## src/rtl/calc_key_sequencer.sv

```systemverilog
// Keypad front-end for the calculator datapath: builds BCD operands, starts the datapath on '='
// and latches its result. Define CALC_CHAIN_EN to evaluate on an operator typed after operand 2.
module calc_key_sequencer #(
  parameter int unsigned MAX_DIGITS = 3,
  parameter int unsigned TIMEOUT    = 64
) (
  input  logic                    clk,
  input  logic                    rst_n,
  input  logic                    key_valid,
  input  logic [7:0]              key_code,
  input  logic                    calc_done,
  input  logic [11:0]             calc_result,
  output logic [4*MAX_DIGITS-1:0] reg_num1,
  output logic [4*MAX_DIGITS-1:0] reg_num2,
  output logic [2:0]              cnt1,
  output logic [2:0]              cnt2,
  output logic [7:0]              sym,
  output logic                    calc_start,
  output logic [11:0]             disp_bcd,
  output logic                    busy,
  output logic                    err
);

  localparam int unsigned W  = 4 * MAX_DIGITS;
  localparam int unsigned TW = (TIMEOUT > 2) ? $clog2(TIMEOUT) : 1;
  localparam logic [2:0]    CntMax  = 3'(MAX_DIGITS);
  localparam logic [TW-1:0] TmrLast = TW'(TIMEOUT - 1);

  typedef enum logic [2:0] {StEnter1, StEnter2, StCalc, StWait, StShow} state_e;

  state_e        state_q, state_d;
  logic [W-1:0]  num1_q, num1_d, num2_q, num2_d;
  logic [2:0]    cnt1_q, cnt1_d, cnt2_q, cnt2_d;
  logic [7:0]    sym_q, sym_d;
  logic [11:0]   disp_q, disp_d;
  logic          err_q, err_d;
  logic [TW-1:0] tmr_q, tmr_d;
  logic          start_q, busy_q;
`ifdef CALC_CHAIN_EN
  logic [7:0]    pend_q, pend_d;
`endif

  logic key_dig, key_op, key_eq, key_clr, div_zero;

  assign key_dig  = key_valid && (key_code[7:4] == 4'h3) && (key_code[3:0] <= 4'h9);
  assign key_op   = key_valid && (key_code >= 8'h61) && (key_code <= 8'h64);
  assign key_eq   = key_valid && (key_code == 8'h65);
  assign key_clr  = key_valid && (key_code == 8'h66);
  assign div_zero = (sym_q == 8'h64) && (num2_q == '0);

  // Resize a 3-digit BCD value to operand width (zero-extend or keep the low digits).
  function automatic logic [W-1:0] to_operand(input logic [11:0] bcd);
    logic [W-1:0] r;
    r = '0;
    for (int i = 0; i < int'(MAX_DIGITS) && i < 3; i++) r[4*i +: 4] = bcd[4*i +: 4];
    return r;
  endfunction

  always_comb begin
    state_d = state_q;
    num1_d  = num1_q;
    num2_d  = num2_q;
    cnt1_d  = cnt1_q;
    cnt2_d  = cnt2_q;
    sym_d   = sym_q;
    disp_d  = disp_q;
    err_d   = err_q;
    tmr_d   = tmr_q;
`ifdef CALC_CHAIN_EN
    pend_d  = pend_q;
`endif
    if (key_clr) begin
      state_d = StEnter1;
      num1_d  = '0;
      num2_d  = '0;
      cnt1_d  = '0;
      cnt2_d  = '0;
      sym_d   = '0;
      disp_d  = '0;
      err_d   = 1'b0;
`ifdef CALC_CHAIN_EN
      pend_d  = '0;
`endif
    end else begin
      unique case (state_q)
        StEnter1: begin
          if (key_dig) begin
            if (cnt1_q == CntMax) err_d = 1'b1;
            else begin
              num1_d = {num1_q[W-5:0], key_code[3:0]};
              cnt1_d = cnt1_q + 3'd1;
            end
          end else if (key_op) begin
            sym_d   = key_code;
            state_d = StEnter2;
          end
        end
        StEnter2: begin
          if (key_dig) begin
            if (cnt2_q == CntMax) err_d = 1'b1;
            else begin
              num2_d = {num2_q[W-5:0], key_code[3:0]};
              cnt2_d = cnt2_q + 3'd1;
            end
          end else if (key_op && (cnt2_q == '0)) begin
            sym_d = key_code;
`ifdef CALC_CHAIN_EN
          end else if (key_op) begin
            // Chained operator: evaluate now, then continue with the result as operand 1.
            if (div_zero) begin
              err_d   = 1'b1;
              num1_d  = to_operand(disp_q);
              cnt1_d  = CntMax;
              num2_d  = '0;
              cnt2_d  = '0;
              sym_d   = key_code;
            end else begin
              pend_d  = key_code;
              state_d = StCalc;
            end
`endif
          end else if (key_eq) begin
            if (div_zero) begin
              err_d   = 1'b1;
              state_d = StShow;
            end else begin
              state_d = StCalc;
`ifdef CALC_CHAIN_EN
              pend_d  = '0;
`endif
            end
          end
        end
        StCalc: begin
          state_d = StWait;
          tmr_d   = '0;
        end
        StWait: begin
          if (calc_done) begin
            disp_d  = calc_result;
            state_d = StShow;
`ifdef CALC_CHAIN_EN
            if (pend_q != '0) begin
              num1_d  = to_operand(calc_result);
              cnt1_d  = CntMax;
              num2_d  = '0;
              cnt2_d  = '0;
              sym_d   = pend_q;
              pend_d  = '0;
              state_d = StEnter2;
            end
`endif
          end else if (tmr_q == TmrLast) begin
            err_d   = 1'b1;
            state_d = StShow;
          end else begin
            tmr_d = tmr_q + TW'(1);
          end
        end
        StShow: begin
          if (key_dig) begin
            num1_d      = '0;
            num1_d[3:0] = key_code[3:0];
            cnt1_d      = 3'd1;
            num2_d      = '0;
            cnt2_d      = '0;
            sym_d       = '0;
            state_d     = StEnter1;
          end else if (key_op) begin
            num1_d  = to_operand(disp_q);
            cnt1_d  = CntMax;
            num2_d  = '0;
            cnt2_d  = '0;
            sym_d   = key_code;
            state_d = StEnter2;
          end
        end
        default: state_d = StEnter1;
      endcase
    end
  end

  always_ff @(posedge clk or negedge rst_n) begin
    if (!rst_n) begin
      state_q <= StEnter1;
      num1_q  <= '0;
      num2_q  <= '0;
      cnt1_q  <= '0;
      cnt2_q  <= '0;
      sym_q   <= '0;
      disp_q  <= '0;
      err_q   <= 1'b0;
      tmr_q   <= '0;
      start_q <= 1'b0;
      busy_q  <= 1'b0;
`ifdef CALC_CHAIN_EN
      pend_q  <= '0;
`endif
    end else begin
      state_q <= state_d;
      num1_q  <= num1_d;
      num2_q  <= num2_d;
      cnt1_q  <= cnt1_d;
      cnt2_q  <= cnt2_d;
      sym_q   <= sym_d;
      disp_q  <= disp_d;
      err_q   <= err_d;
      tmr_q   <= tmr_d;
      start_q <= (state_d == StCalc);
      busy_q  <= (state_d == StCalc) || (state_d == StWait);
`ifdef CALC_CHAIN_EN
      pend_q  <= pend_d;
`endif
    end
  end

  assign reg_num1   = num1_q;
  assign reg_num2   = num2_q;
  assign cnt1       = cnt1_q;
  assign cnt2       = cnt2_q;
  assign sym        = sym_q;
  assign disp_bcd   = disp_q;
  assign err        = err_q;
  assign calc_start = start_q;
  assign busy       = busy_q;

endmodule
```

## config.mk

```make
export PLATFORM = sky130hd
export DESIGN_NAME = calc_key_sequencer
export DESIGN_NICKNAME = d
export VERILOG_FILES = /design/src/rtl/calc_key_sequencer.sv
export SDC_FILE = /design/constraint.sdc
export NUM_CORES = 1
export LEC_CHECK = 0
export ABC_AREA = 1
export BUFFER_PORTS_ARGS = -buffer_cell sky130_fd_sc_hd__buf_4
export CORE_MARGIN = 3
export CORE_UTILIZATION = 49
export DETAILED_ROUTE_END_ITERATION = 8
export HOLD_SLACK_MARGIN = 0.12
export PLACE_DENSITY = 0.76
export REMOVE_ABC_BUFFERS = 1
export SLEW_MARGIN = 25
export SYNTH_ARGS = -nofsm -noshare
export SYNTH_HDL_FRONTEND = slang
export SYNTH_SLANG_ARGS = --single-unit
```

## constraint.sdc

```tcl
create_clock -name clk -period 1.55 [get_ports clk]
set_input_delay 0.0775 -clock clk [delete_from_list [all_inputs] [get_ports clk]]
set_output_delay 0.0775 -clock clk [all_outputs]
set_load 0.01 [all_outputs]
```

# Yosys cells after proc, flatten, opt, wreduce, memory -nomap -nowiden
# Cells that the tools add are included.
totals:
  register_bits: 62
  out_inout_bits: 53
  wordCells: 132
classes:
  add_sub_neg: 3
  order_cmp: 3
  n_eq_ne: 30
  mux: 59
  bitwise: 1
  n_reduce_logical: 25
op_table:
  columns: ["cell", "n"]
  rows:
  - ["$mux 12", 13]
  - ["$mux 3", 20]
  - ["$mux 8", 6]
  - ["$pmux 12 s2", 2]
  - ["$ne 3x3->1 const B", 10]
  - ["$eq 8x7->1 const B", 3]
  - ["$pmux 8 s3", 1]
  - ["$ne 4x4->1 const B", 5]
  - ["$eq 3x2->1 const B", 6]
  - ["$reduce_and 4->1", 4]
  - ["$pmux 3 s5", 1]
  - ["$logic_not 12->1", 1]
  - ["$mux 6", 2]
  - ["$pmux 3 s2", 2]
  - ["$pmux 6 s2", 1]
  - ["$mux 1", 10]
  - ["$reduce_and 9->1", 1]
  - ["$ge 8x7->1 const B", 1]
  - ["$le 8x7->1 const B", 1]
  - ["$logic_and 1x1->1", 8]
  - ["$reduce_bool 4->1", 2]
  - ["$add 3x1->3 const B", 2]
  - ["$add 6x1->6 const B", 1]
  - ["$eq 6x6->1 const B", 1]
  - ["other kinds (12)", 17]

# Logic depth before layout (Yosys ltp)
logic_depth:
  depth_word: 10
  ltp_mapped: 13

# Worst setup path after synthesis
# Ideal clock, no wire load.
synth_path:
  path_type: "register to register"
  startpoint: "register cnt1_q[0], in the netlist cnt1[0]"
  endpoint: "register num1_q[10], in the netlist reg_num1[10]"
  arrival_ps: 1480
  required_time_ps: 1485
  setup_slack_ps: 5
  path_stages_with_launch: 11
  period_less_slack_ps: 1545
  path_cell_list: "dfrtp_1 -> ha_1 -> ha_1 -> nand2_1 -> nand2_1 -> nor2_8 -> nand2_4 -> nand2_4 -> buf_6 -> nand2_1 -> nand2_1"
synth_between:
  elab_chain_len: 3
synth_lines:
  columns: ["element", "line_no", "source"]
  rows:
  - ["from (decl)", "33", "logic [2:0] cnt1_q, cnt1_d, cnt2_q, cnt2_d;"]
  - ["from (signal assigned)", "203", "cnt1_q <= cnt1_d;"]
  - ["$eq 3x2->1", "88", "if (cnt1_q == CntMax) err_d = 1'b1;"]
  - ["$ne 3x3->1 (no line)", null, null]
  - ["$reduce_and 4->1 (no line)", null, null]
  - ["to (signal assigned)", "201", "num1_q <= num1_d;"]
  - ["to (decl)", "32", "logic [W-1:0] num1_q, num1_d, num2_q, num2_d;"]
# Every way passes these cells.
# A chain may end at the register's enable or synchronous reset.

# Worst setup path in the final report
layout_path:
  startpoint: "register state_q[1]"
  endpoint: "register num1_q[6], in the netlist reg_num1[6]"
layout_between:
  elab_chain_len: 3
  word_cells_on_any_way: 9
  classes_between: "eq/ne (4); mux (2); reduce/logical (3)"
layout_lines:
  columns: ["element", "line_no", "source"]
  rows:
  - ["from (decl)", "31", "state_e state_q, state_d;"]
  - ["from (signal assigned)", "185", "state_q <= StEnter1;"]
  - ["from (signal assigned)", "200", "state_q <= state_d;"]
  - ["$eq 3x3->1 / $logic_not 3->1 (equally long branches)", "85", "unique case (state_q)"]
  - ["$ne 4x4->1 (no line), or another cell as far along", null, null]
  - ["$reduce_and 4->1 (no line) / $mux 12 (equally long branches)", null, null]
# Several ways; a longest one is shown, not always the timed one.

==> summary.md <==
| Metric | Value |
|---|---|
| Clock sinks | `between 60 and 70` |
| Drt initial violations | `roughly 210` |
| Final Cycle Share | `1.02` |
| Total power draw | `about 8.5 mW` |
| Distinct cells, synth | `35` |
| Cell Chain, Critical Path | `nor2_4 -> nand2_2 -> inv_2 -> nand2_4 -> inv_4 -> nand2_4 -> a21oi_4 -> clkbuf_16 -> nand2_1 -> nand2_1` |
| Final setup viols | `9` |
| Worst hold stages | `5` |
| Synth Register Bits | `62` |
| Switching power total | `roughly 3.5 mW` |
| Initial antenna violation count | `0` |
| Die Footprint | `0.00811 mm^2` |
| Die width | `about 90 um` |
| Crit path capture type | `flip-flop` |
| Largest area contributor in the netlist | `dfrtp_1` |
| Worst R2R Path Depth | `10` |
| PortBufs | `76` |
| Syn avg cell area | `about 7.7 um^2` |
| DP HPWL | `about 6400 um` |
| Clk_lat worst skew | `roughly 0.35 ns` |
| Switching Share | `0.412` |
| Area Growth Syn to Fin | `45.0%` |
| Top-count cell post-synth | `nand2_1` |
| First-pass GRT wire length | `15000 um` |
| Crit Path Max Fanout | `6` |
| Final Skew | `0.00739 ns` |
| Maximum clock frequency | `approximately 630 MHz` |
| Worst setup SP type | `flip-flop` |
| Fin. max-slew vios | `0` |
| Starting Density | `0.507` |
| Worst min-delay path class | `in2reg` |
| Hold path endpoint | `sym[0]` |
| List of most frequent post-synthesis cells | `nand2_1 (152), dfrtp_1 (62), inv_1 (48), nor2_1 (33), nand3_1 (27)` |
| CTS tree | `done` |
| GPL Wtd Cong | `0.914` |
| Final wirelength | `~9700 um` |
| Seq/Total Area, Yosys | `0.448` |
| Relative slew margins | `0.724` |
| Slowest stage delay, CP | `0.47 ns` |
| Fin util | `0.735` |
| EDFF count, synth | `0` |
| Failing checks | `negative setup slack` |
| Hold Vio Cnt, Final | `0` |
| Power per standard cell area | `1700 mW/mm^2` |
| Setup slack after layout | `-0.0350 ns` |
| Comb pwr share | `0.517` |
| H-tree levels | `3` |
| Core area | `0.00683 mm^2` |
| Row count | `30` |
| Crit path DAT | `between 1.5 and 2 ns` |
| Vias in the first global route | `about 3300` |
| Fin cells | `686` |
| Synth top area cells | `dfrtp_1 (45%), nand2_1 (16%), inv_1 (5.2%)` |
| Synthesized area | `between 0.003 and 0.004 mm^2` |
| Nets | `~620` |
| Share of cells above drive strength 1 | `0.359` |
| Clock root buffer | `clkbuf_8` |
| Final setup TNS | `-0.187 ns` |
| Min Tclk post-route | `between 1.5 and 2 ns` |
| Clock share of power | `0.188` |
| Total GRT Usage | `0.227` |
| ANT cells | `0` |
| Worst-path clk slew | `approximately 0.07 ns` |
| Worst slew pin tran | `0.414 ns` |
| CP max-delay cell | `dfrtp_2` |
| Global route overflow | `0` |
| TritonCTS Buffers | `9` |
| R2r startpoint | `state_q[1]` |
| Critical Path RT | `between 1.5 and 2 ns` |
| Placed Cells | `642` |
| Top-area cell type share of the netlist area | `0.448` |
| Worst hold path startpoint | `key_code[0]` |
| Num ports | `just under 80` |
| Wirelength per Cell | `about 14 um` |
| Fin Hold WS | `0.105 ns` |
| P_leak | `between 2 and 3 nW` |
| Post-route DRC | `0` |
| Clock Path Buffers | `2` |
| End of the worst register-to-register path | `reg_num1[6]` |
| Flop-to-flop setup slack | `-0.04 ns` |
| Maximum VDD drop | `between 1000 and 1500 uV` |
| ANT nets after route | `0` |
| Pin count of the biggest net entering global routing | `33` |
| DR vias | `~3400` |
| Async set or reset register ratio after synthesis | `1.00` |
| Die H | `between 90 and 100 um` |
| Top FF cell, synth | `dfrtp_1` |
| P_int | `about 5 mW` |
| MaxCap Viol Count | `0` |
| Status | `finished with violations` |
| RSZ-0062 raised after global routing | `true` |
| Synth Warn # | `0` |
| Cell count after synthesis | `about 450` |
| Seq pwr share | `0.295` |
| Via density | `5.01` |
| First-pass DRT Iterations | `4` |
| Critical path class | `reg2reg` |
-- per-stage QoR --
stage | setup slack [ns] | area, um^2
global placement | -0.0174 | 4320
floorplan | -0.252 | 3370
finish | -0.0350 | 5020
detailed placement | -0.0556 | 4320
CTS | 0.00423 | 4780
global route | -0.0874 | 5020
-- cells by family (layout without fill, tap and decap cells) --
logic type,Yosys count,in the layout,share of synthesized area
AND/OR/NAND/NOR,267,270,0.359
buffers and inverters,66,202,0.0867
flip-flops,62,62,0.448
AO/OA/AOI/OAI,48,48,0.0798
adder cells (fa/ha/maj),6,6,0.0217
XOR/XNOR,2,2,0.00506
-- worst max-delay path: cells and delay by family (launching register included) --
family,cells,cell delay [ns]
compound gates,1,0.23
buf+inv,3,0.36
flops,1,0.47
simple gates,6,0.46
-- registers in the layout, indices dropped and copies added, names as in the netlist --
register and cells:
cnt2 3, disp_bcd 12, reg_num1 12, state_q 3
err 1, calc_start 1, busy 1, tmr_q 6
cnt1 3, reg_num2 12, sym 8
-- layout make-up --
cell class                 count  area [um^2]
clock buffer                   9          124
clock inverter                 7         97.6
sequential                    62         1550
timing repair buffer         132         1100
multi-input combinational    326         1820
inverter                      54          208
tap                           96          120
fill                         513         1810
-- repair_timing --
item                       CTS  global route
gates resized for setup      9            41
setup endpoints to repair   33            48
buffers inserted             2             4
cloned                       1             3
hold endpoints to repair    78             1
hold buffers                17             1
pin swaps                    5            12
-- routing by layer --
| layer | routed length, um | share of wire | vias up | GRT usage |
|---|---|---|---|---|
| met3 | 535 | 0.055 | 18 | 0.0410 |
| met2 | 4820 | 0.50 | 124 | 0.379 |
| met5 | 0 | 0 | - | 0 |
| met1 | 4110 | 0.43 | 1607 | 0.288 |
| met4 | 195 | 0.020 | 0 | 0.0969 |
| li1 | - | - | 1691 | - |
-- cell usage in the layout (no fill, tap or decap), types with 18 or more instances in the layout --
| cell type | Yosys | final |
|---|---|---|
| buf_4 | 1 | 107 |
| dfrtp_1 | 62 | 60 |
| dlygate4sd3_1 | 0 | 18 |
| inv_1 | 48 | 48 |
| nand2_1 | 152 | 142 |
| nand2_2 | 23 | 31 |
| nand3_1 | 27 | 25 |
| nor2_1 | 33 | 28 |
| o21ai_0 | 20 | 18 |
-- power by group through the flow --
stage / logic [mW] / registers (mW) / clock network (mW)
after floorplan: 1.94 / 2.68 / 0
after global placement: 3.52 / 2.50 / 0
after detailed placement: 3.62 / 2.50 / 0
after CTS: 3.88 / 2.48 / 1.62
after global routing: 4.84 / 2.58 / 1.70
final: 4.41 / 2.52 / 1.60
-- how the worst max path moves through the flow --
stage	start	endpoint	slack (ns)	depth (start not counted)
floorplan	state_q[2]	err	-0.25	9
global placement	state_q[2]	reg_num2[11]	-0.02	8
detailed placement	state_q[1]	cnt2[0]	-0.06	8
CTS	tmr_q[1]	state_q[0]	0.004	8
global route	state_q[1]	reg_num1[8]	-0.09	10
finish	state_q[1]	reg_num1[6]	-0.04	10
Power figures use the tool's default switching activity.
